==> config.mk <==
export PLATFORM = sky130hd
export DESIGN_NAME = hack_cpu_ctrl
export DESIGN_NICKNAME = d
export VERILOG_FILES = /design/src/rtl/hack_cpu_ctrl.sv
export SDC_FILE = /design/constraint.sdc
export NUM_CORES = 1
export LEC_CHECK = 0
export CAP_MARGIN = 40
export CELL_PAD_IN_SITES_DETAIL_PLACEMENT = 0
export CELL_PAD_IN_SITES_GLOBAL_PLACEMENT = 1
export CORE_ASPECT_RATIO = 2
export CORE_MARGIN = 2
export CORE_UTILIZATION = 30
export CTS_BUF_LIST = sky130_fd_sc_hd__clkbuf_16
export DETAILED_ROUTE_END_ITERATION = 8
export PLACE_DENSITY = 0.76
export SETUP_SLACK_MARGIN = 0.5
export SKIP_CTS_REPAIR_TIMING = 1
export SYNTH_ARGS = -nofsm -noshare
export SYNTH_HDL_FRONTEND = slang
export SYNTH_SLANG_ARGS = --single-unit
==> constraint.sdc <==
create_clock -name clk -period 1.9 [get_ports clk]
set_clock_uncertainty 0.05 [all_clocks]
set_input_delay 0.475 -clock clk [delete_from_list [all_inputs] [get_ports clk]]
set_output_delay 0.475 -clock clk [all_outputs]
set_load 0.05 [all_outputs]
==> src/rtl/hack_cpu_ctrl.sv <==
// Multi-cycle Hack CPU controller: FETCH over a req/ack ROM handshake, then a single EXEC cycle
// that drives the external ALU and commits A/D/PC/writeM. Minimum 2 cycles per instruction.
module hack_cpu_ctrl (
  input  logic        clk,
  input  logic        reset,
  output logic        rom_req,
  output logic [14:0] rom_addr,
  input  logic        rom_ack,
  input  logic [15:0] instruction,
  input  logic [15:0] inM,
  output logic [14:0] addressM,
  output logic [15:0] outM,
  output logic        writeM,
  output logic [15:0] alu_x,
  output logic [15:0] alu_y,
  output logic        alu_zx,
  output logic        alu_nx,
  output logic        alu_zy,
  output logic        alu_ny,
  output logic        alu_f,
  output logic        alu_no,
  input  logic [15:0] alu_out,
  input  logic        alu_zr,
  input  logic        alu_ng,
  output logic [14:0] pc,
  output logic [15:0] instret
);

  typedef enum logic {ST_FETCH, ST_EXEC} state_e;

  state_e      state_q, state_d;
  logic [15:0] ir_q, ir_d;
  logic [15:0] a_q, a_d;
  logic [15:0] d_q, d_d;
  logic [14:0] pc_q, pc_d;
  logic [15:0] instret_q, instret_d;

  logic is_exec, is_c_exec, jump;

  assign is_exec   = (state_q == ST_EXEC);
  assign is_c_exec = is_exec && ir_q[15];
  assign jump      = (ir_q[2] && alu_ng) || (ir_q[1] && alu_zr) ||
                     (ir_q[0] && !alu_ng && !alu_zr);

  always_comb begin
    state_d   = state_q;
    ir_d      = ir_q;
    a_d       = a_q;
    d_d       = d_q;
    pc_d      = pc_q;
    instret_d = instret_q;
    case (state_q)
      ST_FETCH: begin
        if (rom_ack) begin
          ir_d    = instruction;
          state_d = ST_EXEC;
        end
      end
      ST_EXEC: begin
        instret_d = instret_q + 16'd1;
        state_d   = ST_FETCH;
        if (!ir_q[15]) begin
          a_d  = {1'b0, ir_q[14:0]};
          pc_d = pc_q + 15'd1;
        end else begin
          // Jump target and operands use the pre-edge A even when A is a destination.
          if (ir_q[5]) a_d = alu_out;
          if (ir_q[4]) d_d = alu_out;
          pc_d = jump ? a_q[14:0] : pc_q + 15'd1;
        end
      end
      default: state_d = ST_FETCH;
    endcase
  end

  always_ff @(posedge clk) begin
    if (reset) begin
      state_q   <= ST_FETCH;
      ir_q      <= 16'd0;
      a_q       <= 16'd0;
      d_q       <= 16'd0;
      pc_q      <= 15'd0;
      instret_q <= 16'd0;
    end else begin
      state_q   <= state_d;
      ir_q      <= ir_d;
      a_q       <= a_d;
      d_q       <= d_d;
      pc_q      <= pc_d;
      instret_q <= instret_d;
    end
  end

  assign rom_req  = !reset && !is_exec;
  assign rom_addr = pc_q;
  assign addressM = a_q[14:0];
  assign outM     = alu_out;
  assign writeM   = !reset && is_c_exec && ir_q[3];
  assign alu_x    = d_q;
  assign alu_y    = ir_q[12] ? inM : a_q;
  assign {alu_zx, alu_nx, alu_zy, alu_ny, alu_f, alu_no} = is_c_exec ? ir_q[11:6] : 6'b0;
  assign pc       = pc_q;
  assign instret  = instret_q;

endmodule

=== After elaboration in Yosys (flattened, before gate mapping) ===
Index checks and enable logic that the tools add are counted.

* Add/sub/neg operators: 2
* Equality and inequality tests: 1
* Multiplexer cells: 8
* Bitwise gates (word level): 1
* Reduce and logical (&&, ||, !) cells: 17

{| class="wikitable"
|+ Operator list
! kind !! number
|-
| $mux 16 || 3
|-
| $mux 15 || 2
|-
| $add 16x1->16 const B || 1
|-
| $add 15x1->15 const B || 1
|-
| $logic_and 1x1->1 || 8
|-
| $mux 6 || 1
|-
| $logic_not 1->1 || 4
|-
| $reduce_and 2->1 || 2
|-
| $reduce_and 3->1 || 1
|-
| $logic_or 1x1->1 || 2
|-
| $ne 2x2->1 const B || 1
|-
| $pmux 1 s2 || 1
|-
| $mux 1 || 1
|-
| $not 1->1 || 1
|}

* Register bits: 80
* Input bits: 53
* Output and inout port bits: 117

=== Depth between registers and ports, before layout ===
Gate-level depths: netlist of run 1.

* Depth in word-level cells: 6
* Mapped depth: 7

=== Worst setup path after synthesis of run 1 ===
Ideal clock, no wire load.

* Kind: input port to output port
* Start point: input port reset
* End point: output port rom_req
* Arrival: 1.520 ns
* Data required time: 1.375 ns
* Path slack: -0.145 ns
* Stages on the path: 3
* Path through: clkbuf_1 clkbuf_1 nor2_1

* Cells in the longest elaborated chain, start to end: 2

{| class="wikitable"
|+ Ends and longest elaborated chain
! element !! RTL line !! source
|-
| start, declared || 5 || <nowiki>input logic reset,</nowiki>
|-
| $logic_not 1->1 || 94 || <nowiki>assign rom_req = !reset && !is_exec;</nowiki>
|-
| $logic_and 1x1->1 || 94 ||
|-
| end, declared || 6 || <nowiki>output logic rom_req,</nowiki>
|}

No other way between the ends.

=== Final worst setup path of run 1 ===
* Start point: input port inM[7]
* End point: output port alu_y[7]

* Cells in the longest elaborated chain, start to end: 1

{| class="wikitable"
|+ Ends and longest elaborated chain
! element !! RTL line !! source
|-
| start, declared || 10 || <nowiki>input logic [15:0] inM,</nowiki>
|-
| $mux 16 || 100 || <nowiki>assign alu_y = ir_q[12] ? inM : a_q;</nowiki>
|-
| end, declared || 15 || <nowiki>output logic [15:0] alu_y,</nowiki>
|}

No other way between the ends.

==> key figures, run 1 <==
Critical path
  • CP Capture Type: output pin
  • Worst EP arrival: 1.34 ns
  • Worst-path maximum fanout: 1
  • CP max stage delay: 0.42 ns
  • Crit-path slowest cell: clkdlybuf4s50_1
  • CP Launch Type: input port
  • CP required: 1.37 ns
  • CP Cell Sequence: clkdlybuf4s50_1, mux2_4, buf_12
  • Crit path kind: in2out

Clock tree
  • TritonCTS Buffers: 9
  • Clock transition at path regs: 0.05 ns
  • TritonCTS clock tree: done
  • Max Root-Sink Buffers: 2
  • CTS root buffer: clkbuf_16
  • CTS sink count: 80
  • H-tree Lvls: 3
  • Clk_lat worst skew: 0.33 ns

Logic synthesis
  • Largest family of logic cells by synthesized area: simple AND/OR/NAND/NOR gates
  • Post-Syn Area: 0.00425 mm²
  • Area share of fa/ha/maj cells after synthesis: less than 1%
  • Yosys top cell area share: 37.7%
  • Synth Area in Simple Gates: a little over a fifth
  • Post-Syn Nets: approximately 550
  • YS warnings: 0
  • Avg Cell Area, Syn: 8.52 µm²
  • Netlist cell types: 56
  • Synth Area in Compound Gates: 15.5%
  • Seq/Total Area, Yosys: between 30% and 40%
  • Top cells by area, synth: dfxtp_1 38%, buf_4 8.5%, nand2_1 6.3%
  • Xor/xnor share of the synthesized area: 2.27%
  • Share of flip-flops with an asynchronous set or reset: 0%
  • Flip-flop and latch count after synthesis: 80
  • Mapped Cells: 499
  • Mux cell area share after synthesis: around a tenth
  • Top_reg_cell synth: dfxtp_1
  • Post-synth EDFFs: 0
  • Synth area leader: dfxtp_1

Die
  • Die Y: 172 µm
  • Die width: 88.2 µm
  • Die footprint: 0.0152 mm²
  • # rows: 61
  • Io pins: 170
  • CORE AREA: ~0.014 mm²
  • Starting density of the core: a little under a third

Timing
  • Slew headroom: about four fifths
  • Max-slew violation count: 0
  • Final hold slack: 0.395 ns
  • Fmax: 535 MHz
  • Final setup TNS: 0 ns
  • Slew @ Worst Pin: 0.317 ns
  • Period minus WS final: 1.87 ns
  • RSZ-0062 raised after global routing: true
  • Period Utilization, post-route: 98.3%
  • Final Hold Fails: 0
  • # setup viols final: 0

Final layout
  • Design area: 0.00804 mm²
  • Layout Nets: between 700 and 800
  • P&R area growth vs syn: 89.0%
  • Most common cell after layout, fill and taps aside: nand2_1
  • Most frequent cells in the layout: 70 x nand2_1, 60 x buf_8, 58 x buf_4, 48 x dfxtp_4, 46 x buf_12
  • Final core occ: 57.9%
  • Share of cells above drive strength 1: 51.0%

Global routing
  • Initial antenna violation count: 1
  • Vias in the first global route: roughly 4,000
  • First-pass GRT wire length: 21,100 µm
  • GRT overflow: 0
  • Total track usage: 18.1%
  • Largest net degree at the start of global routing: 45

Place
  • Placed cell areas: 0.00639 mm²
  • Routability cong.: 0.817
  • IO buf count: 169
  • DP HPWL: 10,800 µm

Route
  • Vias/cell: roughly 4.9
  • Via Count: 4,323
  • Drt first pass iters: 5
  • DRC viols: 0
  • Post-DR wirelength/cell: around 17 µm
  • DRT antenna net count: 0
  • Number of DRC markers in iteration 0: 140
  • Routed wire length: 15,300 µm

Power
  • Power density over the cells: 581 mW/mm²
  • Leakage: 3.28 nW
  • Worst VDD drop: about 0.42 mV

Run status
  • Status: complete, no violations

Flow run
  • Max_cap viols: 0

Min path
  • Worst hold path class: in2reg
==> synth_stat cells, drive strengths merged, types with 11 or more instances <==
cell type / number
and3: 11
buf: 61
o21ai: 12
nor2: 41
mux2: 18
mux2i: 25
clkbuf: 17
nand2: 72
a21oi: 38
a211oi: 14
nand3: 12
dfxtp: 80
==> state kept, by name, summed over array words and instances, names as in the netlist <==
signal and count:
a_q 16, alu_x 16, instret 16, ir_q 16, is_exec 1, pc 15
==> critical path: cells and delay by family <==
family	cells	cell delay, ns
muxes	1	0.29
buffers and inverters	2	0.57
==> worst paths after layout <==
check / startpoint / to / slack, ns / depth (start not counted)
max: inM[7] / alu_y[7] / 0.03 / 3
min: alu_out[5] / alu_x[5] / 0.39 / 3
max reg2reg: pc[3] / pc[7] / 0.25 / 5
min reg2reg: alu_x[3] / alu_x[3] / 0.41 / 2
==> routing by layer <==
metal / track usage, % / share of wire (%) / wire length, µm / up-vias
met5: 0 / 0 / 0 / -
met1: 20.1 / 35 / 5290 / 2043
met2: 33.2 / 56 / 8610 / 169
met4: 8.70 / 4.4 / 670 / 0
li1: - / - / - / 2071
met3: 2.10 / 4.6 / 699 / 40
==> area by class of cell <==
type | count | area (µm²)
fill | 1210 | 5850
timing repair buffer | 255 | 3250
multi-input combinational | 333 | 2420
sequential | 80 | 1800
clock buffer | 10 | 250
tap | 189 | 236
clock inverter | 6 | 48.8
inverter | 8 | 32.5
antenna | 1 | 2.50
==> kinds of logic (layout without fill, tap and decap cells) <==
logic type      after synthesis  count (layout)
mux                          43              43
compound gates               94              94
other cells                   0               1
simple gates                183             183
flops                        80              80
fa+ha+maj                     2               2
xor+xnor                     11              11
buf+inv                      86             279
==> through the flow <==
step | total power [mW] | setup WS (ns) | cells
detailed placement | 2.86 | -0.294 | 809
global placement | 2.84 | -0.258 | 809
floorplan | 2.43 | 0.315 | 499
CTS | 4.60 | -0.0264 | 825
global route | 4.84 | 0.0118 | 882
finish | 4.67 | 0.0319 | 882
==> where the power goes <==
group	total (mW)	internal, mW	switching [mW]
sequential	1.77	1.68	0.0809
combinational	1.17	0.583	0.586
clock	1.73	1.07	0.660
total	4.67	3.34	1.33
Power figures use the tool's default switching activity.
==> run 2: changes to the inputs <==
--- a/config.mk
+++ b/config.mk
@@ -14,6 +14,7 @@
 export CTS_BUF_LIST = sky130_fd_sc_hd__clkbuf_16
 export DETAILED_ROUTE_END_ITERATION = 8
 export PLACE_DENSITY = 0.76
+export REMOVE_ABC_BUFFERS = 1
 export SETUP_SLACK_MARGIN = 0.5
 export SKIP_CTS_REPAIR_TIMING = 1
 export SYNTH_ARGS = -nofsm -noshare
==> run 2 against run 1 <==
  * Flip-flop and latch count did not move
  * Final cell count rose by 2.7%
  * Setup slack got worse by 0.011 ns
  * Critical endpoint is now alu_y[12]
==> key figures, run 2 (same netlist as run 1, synthesis figures left out) <==
Global routing
  • Largest net degree at the start of global routing: 29 (was 45)
  • Met3 Track Usage GR: 2.86% (was 2.10%)
  • GR met1 Demand/Resource: 17.7% (was 20.1%)
  • Initial antenna violation count: 0 (was 1)
  • Top Usage Layer GRT: met2 (unchanged)
  • Vias in the first global route: 4,107 (was 3,979)
  • Met2 Usage GRT: 35.1% (was 33.2%)
  • Total track usage: 17.9% (was 18.1%)
  • GRT overflow: 0 (unchanged)
  • First-pass GRT wire length: 20,900 µm (was 21,100 µm)

Final layout
  • P&R area growth vs syn: 100% (was 89.0%)
  • Most frequent cells in the layout: 71 x nand2_1, 70 x buf_4, 58 x buf_8, 51 x buf_12 (was 70 x nand2_1, 60 x buf_8, 58 x buf_4, 48 x dfxtp_4, 46 x buf_12)
  • Most common cell after layout, fill and taps aside: nand2_1 (unchanged)
  • Reg area: 0.00179 mm² (was 0.00180 mm²)
  • Layout Nets: 767 (was 742)
  • Final core occ: 61.4% (was 57.9%)
  • Multi-input logic area: 0.00258 mm² (was 0.00242 mm²)
  • Share of cells above drive strength 1: 56.5% (was 51.0%)
  • Ant diodes: 0 (was 1)
  • Filler instances: 1,161 (was 1,210)

Route
  • DRC viols: 0 (unchanged)
  • Post-DR wirelength/cell: 18.5 µm (was 17.3 µm)
  • Drt first pass iters: 4 (was 5)
  • Vias/cell: 4.98 (was 4.90)
  • Routed wire length: 16,700 µm (was 15,300 µm)
  • Via Count: 4,510 (was 4,323)
  • DRT antenna net count: 0 (unchanged)
  • Number of DRC markers in iteration 0: 156 (was 140)

Clock tree
  • Clk_lat worst skew: 0.33 ns (about the same)
  • Clock transition at path regs: 0.06 ns (was 0.05 ns)
  • Max Root-Sink Buffers: 2 (unchanged)
  • CTS sink count: 80 (unchanged)
  • TritonCTS clock tree: done (unchanged)
  • TritonCTS Buffers: 9 (unchanged)
  • CTS root buffer: clkbuf_16 (unchanged)
  • H-tree Lvls: 3 (unchanged)

Timing
  • Fmax: 532 MHz (was 535 MHz)
  • Slew headroom: 74.5% (was 78.8%)
  • # setup viols final: 0 (unchanged)
  • Slew @ Worst Pin: 0.382 ns (was 0.317 ns)
  • RSZ-0062 raised after global routing: true (unchanged)
  • Final Hold Fails: 0 (unchanged)
  • Period Utilization, post-route: 98.9% (was 98.3%)
  • Max-slew violation count: 0 (unchanged)
  • Final setup TNS: 0 ns (unchanged)
  • Period minus WS final: 1.88 ns (was 1.87 ns)

Critical path
  • Top delay family on crit path: buffers and inverters (unchanged)
  • Worst path buffer plus inverter count: 2 (unchanged)
  • CP max stage delay: 0.43 ns (was 0.42 ns)
  • Worst-path maximum fanout: 1 (unchanged)
  • CP Cell Sequence: clkdlybuf4s50_1, mux2_4, buf_8 (was clkdlybuf4s50_1, mux2_4, buf_12)
  • CP required: 1.37 ns (about the same)
  • CP Capture Type: output pin (unchanged)
  • Worst EP arrival: 1.35 ns (was 1.34 ns)
  • Crit-path slowest cell: clkdlybuf4s50_1 (unchanged)
  • CP Launch Type: input port (unchanged)
  • Crit path kind: in2out (unchanged)

Run status
  • Status: complete, no violations (unchanged)

Place
  • IO buf count: 169 (unchanged)
  • Routability cong.: 0.789 (was 0.817)
  • DP HPWL: 11,200 µm (was 10,800 µm)

Die
  • Die footprint: 0.0152 mm² (unchanged)
  • Die Y: 172 µm (unchanged)
  • Die width: 88.2 µm (unchanged)
  • Io pins: 170 (unchanged)
  • CORE AREA: 0.0139 mm² (unchanged)
  • # rows: 61 (unchanged)
  • Starting density of the core: 30.6% (unchanged)

Power
  • Worst VDD drop: 0.465 mV (was 0.422 mV)
  • Power density over the cells: 563 mW/mm² (was 581 mW/mm²)
  • Leakage: 3.52 nW (was 3.28 nW)

Min path
  • Worst hold path class: in2reg (unchanged)

Flow run
  • Max_cap viols: 0 (unchanged)
## run 2: worst paths after layout
check                    from         to  slack [ns]  cells after the start
setup / recovery      inM[12]  alu_y[12]        0.02                      3
hold / removal    alu_out[13]  alu_x[13]        0.40                      3
setup reg to reg      ir_q[0]     pc[11]        0.30                      4
hold reg to reg      ir_q[13]   ir_q[13]        0.40                      2
## run 2: metrics by stage
step,setup slack [ns],total power [mW],hold slack [ns],cell area [µm²],instances
after floorplan,-0.412,2.22,0.380,3750,421
final,0.0212,4.80,0.402,8530,906
after CTS,-0.0991,4.58,0.407,6650,841
after detailed placement,-0.371,2.78,0.399,6340,825
after global routing,-0.000444,4.97,0.412,8530,906
after global placement,-0.303,2.77,0.396,6340,825
## run 2: final cells by class
type                       count  area share (%)
multi-input combinational    333            30.2
tap                          189            2.77
clock inverter                 7           0.939
sequential                    80            21.0
clock buffer                   9            2.64
timing repair buffer         280            41.9
inverter                       8           0.440
## run 2: per-layer routing
layer  wire length (µm)  up-vias
li1                   -     2125
met1               5370     2177
met2              10000      163
met3                678       45
met4                657        0
met5                  0        -
## run 2: tightest hold or removal path, cell delays in order
cell	delay, ns
clkbuf_2	0.14
nand2_1	0.07
a21oi_1	0.05
## run 2: power breakdown
part	internal [mW]	leakage, nW	switching, mW
Sequential	1.69	0.693	0.0744
Combinational	0.619	2.66	0.638
Clock	1.13	0.161	0.649
Total	3.44	3.52	1.36
==> run 3: changes to the inputs <==
--- a/config.mk
+++ b/config.mk
@@ -9,14 +9,13 @@
 export CELL_PAD_IN_SITES_DETAIL_PLACEMENT = 0
 export CELL_PAD_IN_SITES_GLOBAL_PLACEMENT = 1
 export CORE_ASPECT_RATIO = 2
-export CORE_MARGIN = 2
 export CORE_UTILIZATION = 30
 export CTS_BUF_LIST = sky130_fd_sc_hd__clkbuf_16
 export DETAILED_ROUTE_END_ITERATION = 8
 export PLACE_DENSITY = 0.76
 export REMOVE_ABC_BUFFERS = 1
 export SETUP_SLACK_MARGIN = 0.5
-export SKIP_CTS_REPAIR_TIMING = 1
+export SLEW_MARGIN = 20
 export SYNTH_ARGS = -nofsm -noshare
 export SYNTH_HDL_FRONTEND = slang
 export SYNTH_SLANG_ARGS = --single-unit
==> run 3 against run 2 <==
  * Core utilization rose by 4.8 points
  * Clock power shrank 7%
  * Highest routed layer unchanged
  * Setup slack got worse by 0.0051 ns
  * Non-clock buffer count grew 20
  * First-iteration DRC count up 28%
  * Largest power group is now registers
  * Maximum frequency is 0.27% lower
  * Hold slack worse by 0.026 ns
==> key figures, run 3 (same netlist as run 1, synthesis figures left out) <==
Clock tree
  • CTS root buffer: clkbuf_16 (unchanged)
  • CTS sink count: 80 (unchanged)
  • TritonCTS Buffers: 9 (unchanged)
  • TritonCTS clock tree: done (unchanged)
  • Clk_lat worst skew: 0.33 ns (about the same)
  • Clock transition at path regs: 0.06 ns (about the same)
  • H-tree Lvls: 3 (unchanged)
  • Cts hold-fix bufs: 0
  • Max Root-Sink Buffers: 2 (unchanged)

Route
  • Post-DR wirelength/cell: 19.4 µm (was 18.5 µm)
  • DRT antenna net count: 0 (unchanged)
  • Vias/cell: 5.04 (was 4.98)
  • Via Count: 4,670 (was 4,510)
  • Drt first pass iters: 4 (unchanged)
  • Routed wire length: 18,000 µm (was 16,700 µm)
  • Number of DRC markers in iteration 0: 199 (was 156)
  • DRC viols: 0 (unchanged)

Final layout
  • Share of cells above drive strength 1: 70.7% (was 56.5%)
  • Filler instances: 1,056 (was 1,161)
  • Most frequent cells in the layout: 73 x buf_4, 61 x buf_8, 58 x buf_12, 51 x buf_6, 45 x dfxtp_4 (was 71 x nand2_1, 70 x buf_4, 58 x buf_8, 51 x buf_12)
  • P&R area growth vs syn: 116% (was 100%)
  • Design area: 0.00920 mm² (was 0.00853 mm²)
  • Most common cell after layout, fill and taps aside: buf_4 (was nand2_1)
  • Layout Nets: 787 (was 767)

Global routing
  • Initial antenna violation count: 1 (was 0)
  • Total track usage: 21.7% (was 17.9%)
  • Largest net degree at the start of global routing: 60 (was 29)
  • GRT overflow: 0 (unchanged)
  • First-pass GRT wire length: 24,000 µm (was 20,900 µm)
  • Vias in the first global route: 4,556 (was 4,107)

Timing
  • Slew @ Worst Pin: 0.376 ns (was 0.382 ns)
  • Final Hold Fails: 0 (unchanged)
  • Fmax: 531 MHz (was 532 MHz)
  • # setup viols final: 0 (unchanged)
  • Slew headroom: 74.7% (was 74.5%)
  • RSZ-0062 raised after global routing: true (unchanged)
  • Final hold slack: 0.376 ns (was 0.402 ns)
  • Period Utilization, post-route: 99.2% (was 98.9%)
  • Max-slew violation count: 0 (unchanged)
  • Period minus WS final: 1.88 ns (about the same)

Place
  • Routability cong.: 0.841 (was 0.789)
  • DP HPWL: 10,800 µm (was 11,200 µm)
  • IO buf count: 169 (unchanged)
  • Placed cell areas: 0.00636 mm² (was 0.00634 mm²)

Critical path
  • R2R Path End: pc[2] (was pc[11])
  • Crit path kind: reg2out (was in2out)
  • Worst EP arrival: 1.36 ns (was 1.35 ns)
  • CP max stage delay: 0.39 ns (was 0.43 ns)
  • CP Launch Type: flip-flop (was input port)
  • R2R Setup Slk: 0.31 ns (was 0.30 ns)
  • Crit-path slowest cell: dfxtp_4 (was clkdlybuf4s50_1)
  • Reg2reg start: ir_q[2] (was ir_q[0])
  • Worst-path maximum fanout: 6 (was 1)
  • CP Cell Sequence: buf_8, mux2_4, buf_8 (was clkdlybuf4s50_1, mux2_4, buf_8)
  • CP required: 1.37 ns (about the same)
  • CP Capture Type: output pin (unchanged)
  • R2r worst-path depth: 6 (was 4)
  • CP dominant cell by count: buf_8

Die
  • Die Y: 170 µm (was 172 µm)
  • # rows: 61 (unchanged)
  • Die width: 86.2 µm (was 88.2 µm)
  • Starting density of the core: 30.6% (unchanged)
  • Die footprint: 0.0147 mm² (was 0.0152 mm²)
  • Io pins: 170 (unchanged)
  • CORE AREA: 0.0139 mm² (unchanged)

Min path
  • Hold depth: 3 (unchanged)
  • Worst hold path class: in2reg (unchanged)
  • Hold Crit Endpoint: alu_x[6] (was alu_x[13])
  • HP Start: alu_out[6] (was alu_out[13])

Flow run
  • Max_cap viols: 0 (unchanged)

Run status
  • Status: complete, no violations (unchanged)

Power
  • Leakage: 3.73 nW (was 3.52 nW)
  • Power density over the cells: 524 mW/mm² (was 563 mW/mm²)
  • Worst VDD drop: 0.559 mV (was 0.465 mV)
[run 3: cell count changes in the layout (fill, tap and decap cells not counted), moves of 5 or more]
cell,previous run,this run
nand2_1,71,38
a21oi_1,35,4
a21oi_2,2,33
nand2_4,1,26
dlymetal6s2s_1,14,0
buf_2,2,11
nand2_2,0,8
nor2_4,7,15
buf_12,51,58
buf_6,45,51
nand3_1,9,4
nand3_2,1,6
nor2_1,30,25
[run 3: routing by layer]
layer	up-vias	wire, µm	track usage [%]
met4	0	680	13.3
met2	150	10800	42.2
met3	45	632	3.64
met5	-	0	0
li1	2167	-	-
met1	2308	5830	20.4
[run 3: metrics by stage]
step | setup WS, ns | power [mW] | cells | utilization (%) | TNS, ns
6_report | 0.0161 | 4.82 | 926 | 66.2 | 0
5_1_grt | -0.00785 | 4.98 | 926 | 66.2 | -0.0256
4_1_cts | -0.00900 | 4.62 | 895 | 58.7 | -0.0386
3_5_place_dp | -0.286 | 2.78 | 824 | 45.8 | -3.85
3_3_place_gp | -0.281 | 2.77 | 824 | 45.8 | -3.42
2_1_floorplan | -0.412 | 2.22 | 421 | - | -4.75
[run 3: worst max path at each step]
stage	depth (start not counted)	startpoint	endpoint	slack, ns
3_3_place_gp	6	alu_ng	pc[1]	-0.28
2_1_floorplan	5	pc[1]	pc[14]	-0.41
3_5_place_dp	6	alu_ng	pc[1]	-0.29
6_report	3	ir_q[12]	alu_y[0]	0.02
4_1_cts	3	ir_q[12]	alu_y[6]	-0.009
5_1_grt	3	ir_q[12]	alu_y[5]	-0.008
[run 3: worst max-delay path, delay by kind of cell, from the launching register on]
family                 cells  cell delay (ns)
buffers and inverters      2             0.31
multiplexers               1             0.32
flip-flops                 1             0.39
[run 3: final cells by class]
type                       instances  area (µm²)  share of cell area (%)
antenna                            1        2.50                  0.0272
clock buffer                       9         225                    2.45
clock inverter                     6        52.6                   0.571
inverter                           8        37.5                   0.408
multi-input combinational        333        3030                    33.0
sequential                        80        1790                    19.5
tap                              189         236                    2.57
timing repair buffer             300        3820                    41.5
[run 3: timing repair]
action | 4_1_cts | 5_1_grt
endpoints found under the setup margin | 163 | 159
pin swaps | 44 | 84
cloned | 4 | 8
setup buffers | 52 | 22
resized for setup | 366 | 237
[run 3: power by group]
group          total, mW  internal, mW  switching (mW)
Clock               1.66         0.993           0.665
Combinational       1.38         0.680           0.703
Sequential          1.78          1.69          0.0859
